<file path="config.mk">
export PLATFORM = sky130hd
export DESIGN_NAME = ahb_decoder_mux_flat
export DESIGN_NICKNAME = d
export VERILOG_FILES = /design/src/rtl/common_types_pkg.sv /design/src/rtl/ahb_decoder_mux_if.sv /design/src/rtl/ahb_addr_decoder.sv /design/src/rtl/ahb_decoder_mux.sv /design/src/flat_wrapper.sv
export SDC_FILE = /design/constraint.sdc
export NUM_CORES = 1
export LEC_CHECK = 0
export ABC_AREA = 1
export CORE_AREA = 2 2 128 130
export CTS_BUF_LIST = sky130_fd_sc_hd__clkbuf_4 sky130_fd_sc_hd__clkbuf_8
export CTS_CLUSTER_SIZE = 14
export DETAILED_ROUTE_END_ITERATION = 16
export DIE_AREA = 0 0 130 132
export PLACE_DENSITY = 0.52
export SYNTH_ARGS = -nofsm -noshare
export SYNTH_HDL_FRONTEND = slang
export SYNTH_HIERARCHICAL = 1
export SYNTH_SLANG_ARGS = --single-unit
</file>
<file path="constraint.sdc">
create_clock -name clk -period 2.4 [get_ports clk]
set_clock_uncertainty 0.1 [all_clocks]
set_input_delay 0.72 -clock clk [delete_from_list [all_inputs] [get_ports clk]]
set_output_delay 0.72 -clock clk [all_outputs]
set_load 0.02 [all_outputs]
</file>
<file path="src/rtl/common_types_pkg.sv">
// Shared AHB-Lite types for the decoder/mux slice.
//   htrans_t     : AHB transfer type encoding
//   owner_t      : data-phase owner states of ahb_decoder_mux
//   ERR_CNT_W    : width of the decode-error counter
//   ERR_CNT_MAX  : saturation value of the decode-error counter
//   MAX_SAT      : largest supported satellite count
package common_types_pkg;

    typedef enum logic [1:0] {
        HTRANS_IDLE   = 2'b00,
        HTRANS_BUSY   = 2'b01,
        HTRANS_NONSEQ = 2'b10,
        HTRANS_SEQ    = 2'b11
    } htrans_t;

    // NONE: zero-wait OKAY, SAT: a satellite owns the data phase,
    // ERR1/ERR2: the two cycles of the built-in default-slave ERROR response.
    typedef enum logic [1:0] {
        OWN_NONE = 2'd0,
        OWN_SAT  = 2'd1,
        OWN_ERR1 = 2'd2,
        OWN_ERR2 = 2'd3
    } owner_t;

    localparam int unsigned ERR_CNT_W           = 8;
    localparam logic [ERR_CNT_W-1:0] ERR_CNT_MAX = 8'hFF;
    localparam int unsigned MAX_SAT             = 16;

    // A transfer is active (needs a data phase) for NONSEQ and SEQ.
    function automatic logic htrans_active(input logic [1:0] htrans);
        return htrans[1];
    endfunction

endpackage

</file>
<file path="src/rtl/ahb_decoder_mux_if.sv">
// Bus bundle between one AHB-Lite controller and NUM_SAT satellites.
//   c_*            : controller side (address/control/write data in, read data/ready/resp out)
//   s_hsel         : per-satellite select
//   s_h* broadcast : controller address-phase signals forwarded to every satellite
//   s_hready       : HREADY fed back to all satellites
//   s_hreadyout/s_hresp/s_hrdata : per-satellite responses (s_hrdata flattened, sat i at [i*DATA_W +: DATA_W])
// Modports: slave = the decoder/mux's view, master = the environment driving it.
interface ahb_decoder_mux_if #(
    parameter int unsigned NUM_SAT = 4,
    parameter int unsigned ADDR_W  = 32,
    parameter int unsigned DATA_W  = 32
);

    logic [ADDR_W-1:0]         c_haddr;
    logic [1:0]                c_htrans;
    logic                      c_hwrite;
    logic [2:0]                c_hsize;
    logic [2:0]                c_hburst;
    logic [DATA_W-1:0]         c_hwdata;
    logic [DATA_W-1:0]         c_hrdata;
    logic                      c_hready;
    logic                      c_hresp;

    logic [NUM_SAT-1:0]        s_hsel;
    logic [ADDR_W-1:0]         s_haddr;
    logic [1:0]                s_htrans;
    logic                      s_hwrite;
    logic [2:0]                s_hsize;
    logic [2:0]                s_hburst;
    logic [DATA_W-1:0]         s_hwdata;
    logic                      s_hready;
    logic [NUM_SAT-1:0]        s_hreadyout;
    logic [NUM_SAT-1:0]        s_hresp;
    logic [NUM_SAT*DATA_W-1:0] s_hrdata;

    modport slave (
        input  c_haddr, c_htrans, c_hwrite, c_hsize, c_hburst, c_hwdata,
        input  s_hreadyout, s_hresp, s_hrdata,
        output c_hrdata, c_hready, c_hresp,
        output s_hsel, s_haddr, s_htrans, s_hwrite, s_hsize, s_hburst, s_hwdata, s_hready
    );

    modport master (
        output c_haddr, c_htrans, c_hwrite, c_hsize, c_hburst, c_hwdata,
        output s_hreadyout, s_hresp, s_hrdata,
        input  c_hrdata, c_hready, c_hresp,
        input  s_hsel, s_haddr, s_htrans, s_hwrite, s_hsize, s_hburst, s_hwdata, s_hready
    );

endinterface

</file>
<file path="src/rtl/ahb_addr_decoder.sv">
// Combinational base/mask address decoder.
//   addr_i    : address to decode
//   hit_c_o   : some satellite matches (addr_i & SAT_MASK[i]) == SAT_BASE[i]
//   idx_c_o   : lowest matching satellite index (0 when no hit)
module ahb_addr_decoder #(
    parameter int unsigned NUM_SAT = 4,
    parameter int unsigned ADDR_W  = 32,
    parameter logic [NUM_SAT-1:0][ADDR_W-1:0] SAT_BASE = '0,
    parameter logic [NUM_SAT-1:0][ADDR_W-1:0] SAT_MASK = '0,
    parameter int unsigned IDX_W   = (NUM_SAT > 1) ? $clog2(NUM_SAT) : 1
) (
    input  logic [ADDR_W-1:0] addr_i,
    output logic              hit_c_o,
    output logic [IDX_W-1:0]  idx_c_o
);

    // Priority scan: first (lowest) match is kept, later overlaps are ignored.
    always_comb begin
        hit_c_o = 1'b0;
        idx_c_o = '0;
        for (int i = 0; i < int'(NUM_SAT); i++) begin
            if (!hit_c_o && ((addr_i & SAT_MASK[i]) == SAT_BASE[i])) begin
                hit_c_o = 1'b1;
                idx_c_o = IDX_W'(i);
            end
        end
    end

endmodule

</file>
<file path="src/rtl/ahb_decoder_mux.sv">
// AHB-Lite address decoder and response multiplexer with a built-in
// default slave that answers unmapped accesses with a two-cycle ERROR.
//   clk      : system clock
//   nrst     : asynchronous active-low reset
//   bus      : ahb_decoder_mux_if.slave (controller port, satellite ports)
//   err_cnt  : saturating count of decode errors (registered)
// Address-phase outputs (s_hsel, broadcasts) and the data-phase response
// mux (c_hready/c_hresp/c_hrdata, s_hready) are combinational by design.
module ahb_decoder_mux
    import common_types_pkg::*;
#(
    parameter int unsigned NUM_SAT = 4,
    parameter int unsigned ADDR_W  = 32,
    parameter int unsigned DATA_W  = 32,
    parameter logic [NUM_SAT-1:0][ADDR_W-1:0] SAT_BASE = '0,
    parameter logic [NUM_SAT-1:0][ADDR_W-1:0] SAT_MASK = '0
) (
    input  logic                  clk,
    input  logic                  nrst,
    ahb_decoder_mux_if.slave      bus,
    output logic [ERR_CNT_W-1:0]  err_cnt
);

    localparam int unsigned IDX_W = (NUM_SAT > 1) ? $clog2(NUM_SAT) : 1;

    localparam logic [1:0] ST_NONE = 2'(OWN_NONE);
    localparam logic [1:0] ST_SAT  = 2'(OWN_SAT);
    localparam logic [1:0] ST_ERR1 = 2'(OWN_ERR1);
    localparam logic [1:0] ST_ERR2 = 2'(OWN_ERR2);

    logic [1:0]           state_q, state_d;
    logic [IDX_W-1:0]     idx_q, idx_d;
    logic [ERR_CNT_W-1:0] err_cnt_q, err_cnt_d;

    logic                 hit_c;
    logic [IDX_W-1:0]     hit_idx_c;
    logic                 active_c;
    logic                 hready_c;
    logic                 hresp_c;
    logic [DATA_W-1:0]    hrdata_c;
    logic [DATA_W-1:0]    sat_rdata [NUM_SAT];

    // Address decode of the current address phase.
    ahb_addr_decoder #(
        .NUM_SAT  (NUM_SAT),
        .ADDR_W   (ADDR_W),
        .SAT_BASE (SAT_BASE),
        .SAT_MASK (SAT_MASK),
        .IDX_W    (IDX_W)
    ) u_addr_decoder (
        .addr_i  (bus.c_haddr),
        .hit_c_o (hit_c),
        .idx_c_o (hit_idx_c)
    );

    assign active_c = htrans_active(bus.c_htrans);

    // Unflatten satellite read data for indexed selection.
    for (genvar g = 0; g < NUM_SAT; g++) begin : g_rdata
        assign sat_rdata[g] = bus.s_hrdata[g*DATA_W +: DATA_W];
    end

    // Address-phase select: only the winning hit, only for active transfers.
    always_comb begin
        bus.s_hsel = '0;
        if (active_c && hit_c) begin
            bus.s_hsel[hit_idx_c] = 1'b1;
        end
    end

    // Broadcast controller address/control/write data, unregistered.
    assign bus.s_haddr  = bus.c_haddr;
    assign bus.s_htrans = bus.c_htrans;
    assign bus.s_hwrite = bus.c_hwrite;
    assign bus.s_hsize  = bus.c_hsize;
    assign bus.s_hburst = bus.c_hburst;
    assign bus.s_hwdata = bus.c_hwdata;

    // Data-phase response mux and owner next-state.
    always_comb begin
        hready_c  = 1'b1;
        hresp_c   = 1'b0;
        hrdata_c  = '0;
        state_d   = state_q;
        idx_d     = idx_q;
        err_cnt_d = err_cnt_q;

        case (state_q)
            ST_SAT: begin
                hready_c = bus.s_hreadyout[idx_q];
                hresp_c  = bus.s_hresp[idx_q];
                hrdata_c = sat_rdata[idx_q];
            end
            ST_ERR1: begin
                hready_c = 1'b0;
                hresp_c  = 1'b1;
            end
            ST_ERR2: begin
                hresp_c  = 1'b1;
            end
            default: begin
            end
        endcase

        // ERR1 always stalls, so it advances to ERR2 without sampling a new
        // address phase; every other state samples one when HREADY is high.
        if (state_q == ST_ERR1) begin
            state_d = ST_ERR2;
        end else if (hready_c) begin
            if (!active_c) begin
                state_d = ST_NONE;
            end else if (hit_c) begin
                state_d = ST_SAT;
                idx_d   = hit_idx_c;
            end else begin
                state_d = ST_ERR1;
                if (err_cnt_q != ERR_CNT_MAX) begin
                    err_cnt_d = err_cnt_q + ERR_CNT_W'(1);
                end
            end
        end
    end

    // Owner state, owner index and error counter.
    always_ff @(posedge clk or negedge nrst) begin
        if (!nrst) begin
            state_q   <= ST_NONE;
            idx_q     <= '0;
            err_cnt_q <= '0;
        end else begin
            state_q   <= state_d;
            idx_q     <= idx_d;
            err_cnt_q <= err_cnt_d;
        end
    end

    assign bus.c_hready = hready_c;
    assign bus.c_hresp  = hresp_c;
    assign bus.c_hrdata = hrdata_c;
    assign bus.s_hready = hready_c;
    assign err_cnt      = err_cnt_q;

endmodule

</file>
<file path="src/flat_wrapper.sv">
// flat-port wrapper written by rule: the top's interface ports become plain ports
module ahb_decoder_mux_flat import common_types_pkg::*;
#(
    parameter int unsigned NUM_SAT = 4,
    parameter int unsigned ADDR_W  = 32,
    parameter int unsigned DATA_W  = 32,
    parameter logic [NUM_SAT-1:0][ADDR_W-1:0] SAT_BASE = '0,
    parameter logic [NUM_SAT-1:0][ADDR_W-1:0] SAT_MASK = '0
)
  (clk, nrst, err_cnt, bus_c_haddr, bus_c_htrans, bus_c_hwrite, bus_c_hsize, bus_c_hburst, bus_c_hwdata, bus_s_hreadyout, bus_s_hresp, bus_s_hrdata, bus_c_hrdata, bus_c_hready, bus_c_hresp, bus_s_hsel, bus_s_haddr, bus_s_htrans, bus_s_hwrite, bus_s_hsize, bus_s_hburst, bus_s_hwdata, bus_s_hready);
  ahb_decoder_mux_if #(.NUM_SAT(NUM_SAT), .ADDR_W(ADDR_W), .DATA_W(DATA_W)) bus_i ();
  input  logic clk;
  input  logic nrst;
  output logic [ERR_CNT_W-1:0] err_cnt;
  input wire logic [$bits(bus_i.c_haddr)-1:0] bus_c_haddr;
  input wire logic [$bits(bus_i.c_htrans)-1:0] bus_c_htrans;
  input wire logic [$bits(bus_i.c_hwrite)-1:0] bus_c_hwrite;
  input wire logic [$bits(bus_i.c_hsize)-1:0] bus_c_hsize;
  input wire logic [$bits(bus_i.c_hburst)-1:0] bus_c_hburst;
  input wire logic [$bits(bus_i.c_hwdata)-1:0] bus_c_hwdata;
  input wire logic [$bits(bus_i.s_hreadyout)-1:0] bus_s_hreadyout;
  input wire logic [$bits(bus_i.s_hresp)-1:0] bus_s_hresp;
  input wire logic [$bits(bus_i.s_hrdata)-1:0] bus_s_hrdata;
  output wire logic [$bits(bus_i.c_hrdata)-1:0] bus_c_hrdata;
  output wire logic [$bits(bus_i.c_hready)-1:0] bus_c_hready;
  output wire logic [$bits(bus_i.c_hresp)-1:0] bus_c_hresp;
  output wire logic [$bits(bus_i.s_hsel)-1:0] bus_s_hsel;
  output wire logic [$bits(bus_i.s_haddr)-1:0] bus_s_haddr;
  output wire logic [$bits(bus_i.s_htrans)-1:0] bus_s_htrans;
  output wire logic [$bits(bus_i.s_hwrite)-1:0] bus_s_hwrite;
  output wire logic [$bits(bus_i.s_hsize)-1:0] bus_s_hsize;
  output wire logic [$bits(bus_i.s_hburst)-1:0] bus_s_hburst;
  output wire logic [$bits(bus_i.s_hwdata)-1:0] bus_s_hwdata;
  output wire logic [$bits(bus_i.s_hready)-1:0] bus_s_hready;
  assign bus_i.c_haddr = bus_c_haddr;
  assign bus_i.c_htrans = bus_c_htrans;
  assign bus_i.c_hwrite = bus_c_hwrite;
  assign bus_i.c_hsize = bus_c_hsize;
  assign bus_i.c_hburst = bus_c_hburst;
  assign bus_i.c_hwdata = bus_c_hwdata;
  assign bus_i.s_hreadyout = bus_s_hreadyout;
  assign bus_i.s_hresp = bus_s_hresp;
  assign bus_i.s_hrdata = bus_s_hrdata;
  assign bus_c_hrdata = bus_i.c_hrdata;
  assign bus_c_hready = bus_i.c_hready;
  assign bus_c_hresp = bus_i.c_hresp;
  assign bus_s_hsel = bus_i.s_hsel;
  assign bus_s_haddr = bus_i.s_haddr;
  assign bus_s_htrans = bus_i.s_htrans;
  assign bus_s_hwrite = bus_i.s_hwrite;
  assign bus_s_hsize = bus_i.s_hsize;
  assign bus_s_hburst = bus_i.s_hburst;
  assign bus_s_hwdata = bus_i.s_hwdata;
  assign bus_s_hready = bus_i.s_hready;
  ahb_decoder_mux #(.NUM_SAT(NUM_SAT), .ADDR_W(ADDR_W), .DATA_W(DATA_W), .SAT_BASE(SAT_BASE), .SAT_MASK(SAT_MASK)) u_core (.clk(clk), .nrst(nrst), .bus(bus_i), .err_cnt(err_cnt));
endmodule
</file>
; Word-level counts from Yosys, hierarchy flattened
; Index checks and enable logic that the tools add are counted.
; W data, S select, Z words.
[totals]
reg_bits = 2
wordCells = 13
out_inout_bits = 120
[op_classes]
muxes = 7
n_reduce_logical = 2
n_eq_ne = 3
[ops]
columns = cell, count
row1 = $mux W32, 1
row2 = $eq A2 B2 Y1 const B, 2
row3 = $mux W2, 2
row4 = $pmux W1 S2, 2
row5 = $eq A2 B1 Y1 const B, 1
row6 = $mux W1, 2
row7 = $reduce_bool A2 Y1, 1
row8 = $reduce_or A2 Y1, 1

; Longest topological paths before layout
[logic_depth]
depth_word = 4
ltp_mapped = 10
depth_no_buf = 8

; By module
; The synthesis kept the hierarchy.
[by_module_without_submodules]
columns = mod, n_inst, cells_each, area_each_um2
row1 = ahb_decoder_mux, 1, 437, 2477.4
row2 = ahb_addr_decoder, 1, 5, 30.0

; Least setup slack after synthesis
; OpenSTA, ideal clock, no wires.
[synth_timing]
path_type = register -> output
startpoint = reg u_core/idx_q[0] (netlist name)
endpoint = out bus_c_hrdata[10]
path_stages_with_launch = 7
arrival_ns = 1.323
path_slack_ns = 0.257
cell_sequence = dfrtp_1 -> buf_6 -> inv_8 -> buf_12 -> clkbuf_1 -> o21ai_0 -> a21oi_1
[synth_lines]
columns = item, line
row1 = to (decl), flat_wrapper.sv:24  ; output wire logic [$bits(bus_i.c_hrdata)-1:0] bus_c_hrdata;

==> results.ini <==
[sta]
setup_viol = 0
period_share_pct = 99.3
hold_ws_ps = 430
rsz0062_at_grt = yes
fin_setup_tns_ps = 0
finalHoldViolCount = 0
max_freq_ghz = 0.420
maxSlewHeadroom_pct = 57.0
slew_violations = 0
period_needed_ps = 2380
max_slew.worst_pin.slew_ps = 641

[job]
drv_cap = 0

[routing]
wire_per_inst_um = 14.4
antenna_left = 0
drt_iter0_drc = 90
first_pass_iters = 4
vias_per_cell = 4.03
wl_um = 11200
drc = 0
dr_total_vias = 3135

[finish]
diodes = 0
area_growth_pct = 74.9
final_nets = 775
stdcell_count = 778
final_util_pct = 27.9
drive_gt1_share_pct = 20.3

[synth]
async_flop_share_pct = 100
ys_ff_latch = 12
synth_area_leader_cell = buf_4
synth_xor_area_share_pct = 1.05
ys_top_cells_by_area = buf_4 (24%), nor2_1 (20%), o21ai_0 (13%), dfrtp_1 (12%), nand2_1 (6.6%)
ys_warn_count = 6
syn_avg_cell_area_um2 = 5.67
muxShareOfSynthArea_pct = 0
synth_most_common_cell = nor2_1
synth_compound_area_share_pct = 21.0
synthTopCellsByCount = nor2_1 (135), buf_4 (80), o21ai_0 (67), nand2_1 (44), a21oi_1 (32)
synth_top_family_by_area = simple AND/OR/NAND/NOR gates
synth_top_area_share_pct = 24.0
synth_area_um2 = 2510
ys_seq_area_share_pct = 12.0
synth_flop_cell = dfrtp_1
synth_simple_gate_area_share_pct = 33.7
synth.distinct_cells = 27
synth_fa_ha_area_share_pct = 0.499
synthCells = 442
synth-edff-count = 0

[die]
coreArea_um2 = 15700
initial_core_util_pct = 16.0
dieArea_um2 = 17200
die-height_um = 132
die_w_um = 130
pin_count = 331
rows = 46

[clocking]
path_clk_slew_ps = 60
clock-sinks = 12
cts_root_buf = clkbuf_8
cts_buffers = 3
worstSkewPairLatency_ps = 240
cts_tree = built
h-tree-depth = 1
hold_buffers = 0
cts_buffer_depth = 2

[grt]
grt_pass1_vias = 2989
antenna_found_initial = 0
grt.overflow.total = 0
grtUsageTotal_pct = 11.7
grt_pass1_wl_um = 16100
grt_max_degree = 41

[critical_path]
critical_path_arrival_ps = 1560
critical_path_required_ps = 1580
path_cells = clkdlybuf4s50_1 > o21ai_2 > a21oi_2 > buf_4
crit_fanout = 1
end_kind = primary output
cp_num_buf_inv = 2
start_kind = primary input
crit_start = bus_s_hrdata[62]
r2r_start = u_core/idx_q[0]
cp_slowest_cell = clkdlybuf4s50_1
critPathTopFamily = buffers and inverters
max_stage_delay_ps = 410
criticalPathCategory = in2out

[placed_design]
dp_cells = 766
hpwl_um = 8500
port_buffers = 183
gp_congestion = 0.759

[status]
status = finished clean

[worst_hold_path]
hold_start = u_core/err_cnt[1]
hp-class = reg2reg

[power_and_ir_drop]
power_density_nw_per_um2 = 1110
ir_drop_mv = 0.533
leakage_uw = 0.00208

worst register-to-register path, delay by kind of cell (launching register included):
kind | cells | cell delay (ps)
buffers and inverters | 4 | 550
DFF | 1 | 440
and+or+nand+nor | 5 | 380
worst paths after layout:
path                                      to  slack (ps)  cells past startpoint
setup reg to reg           u_core/state_q[0]         810                      9
setup / recovery            bus_c_hrdata[30]          20                      4
max in group asynchronous    u_core/idx_q[1]        1000                      1
hold / removal             u_core/err_cnt[1]         430                      2
min in group asynchronous  u_core/err_cnt[2]         760                      1
hold reg to reg            u_core/err_cnt[1]         430                      2
sequential cells by signal (all words and copies together), names as in the netlist:
register / cells
u_core/state_q: 2
u_core/err_cnt: 8
u_core/idx_q: 2
routing by layer:
metal	track usage (%)	routed length, µm	vias up	part of all wire (%)
met2	20.7	5400	151	48
met5	0	0	-	0
met3	3.00	1020	22	9.0
met1	14.1	4580	1379	41
li1	-	-	1583	-
met4	2.45	235	0	2.1
logic make-up (layout without fill, tap and decap cells):
family / after synthesis / after routing
flip-flops: 12 / 12
buffers and inverters: 116 / 235
AO/OA/AOI/OAI: 102 / 102
AND/OR/NAND/NOR: 206 / 206
other: 2 / 3
adder cells (fa/ha/maj): 1 / 1
XOR/XNOR: 3 / 3
layout make-up:
cell class | count | area (µm²)
Timing Repair inverter | 1 | 11.3
Clock buffer | 4 | 55.1
Timing Repair Buffer | 217 | 2120
Multi-Input combinational cell | 315 | 1550
Inverter | 13 | 75.1
Sequential cell | 12 | 303
Fill cell | 1817 | 11300
Tap cell | 216 | 270
where the power goes:
group	internal (µW)	leakage, µW	switching [µW]
sequential	269	0.000155	79.9
combinational	1890	0.00190	2390
clock	145	0.0000288	81.8
total	2300	0.00208	2550
stage by stage:
stage | area [µm²] | setup slack, ps | power (µW)
after CTS | 4120 | -72.4 | 4510
final | 4390 | 16.4 | 4850
after floorplan | 2510 | 257 | 2640
after global placement | 4200 | -697 | 4310
after global routing | 4390 | -44.2 | 5260
after detailed placement | 4200 | -698 | 4300
cell usage in the layout (no fill, tap or decap), types with 2 or more instances in the layout:
master and count:
nand3b_1 2, buf_6 7, clkdlybuf4s50_1 56, nand3_1 12
o21ai_2 10, nor3_1 3, clkbuf_16 2, nand2_4 3
conb_1 3, buf_12 8, a21oi_1 25, a21oi_2 7
dlymetal6s2s_1 14, dfrtp_1 10, nand2_1 44, nor2_4 3
dfrtp_2 2, nor2_2 5, nor2_1 128, nand3_4 3
clkbuf_8 4, xor2_1 3, dlygate4sd2_1 76, buf_4 52
o21ai_1 56, inv_1 11
repair_timing:
| action | in CTS | in global routing |
|---|---|---|
| hold endpoints to repair | 0 | 0 |
| setup buffers | 1 | 4 |
| resized for setup | 334 | 49 |
| gates cloned | 0 | 3 |
| setup endpoints to repair | 37 | 35 |
| pin swaps | 105 | 26 |
(Power assumes the default switching activity.)
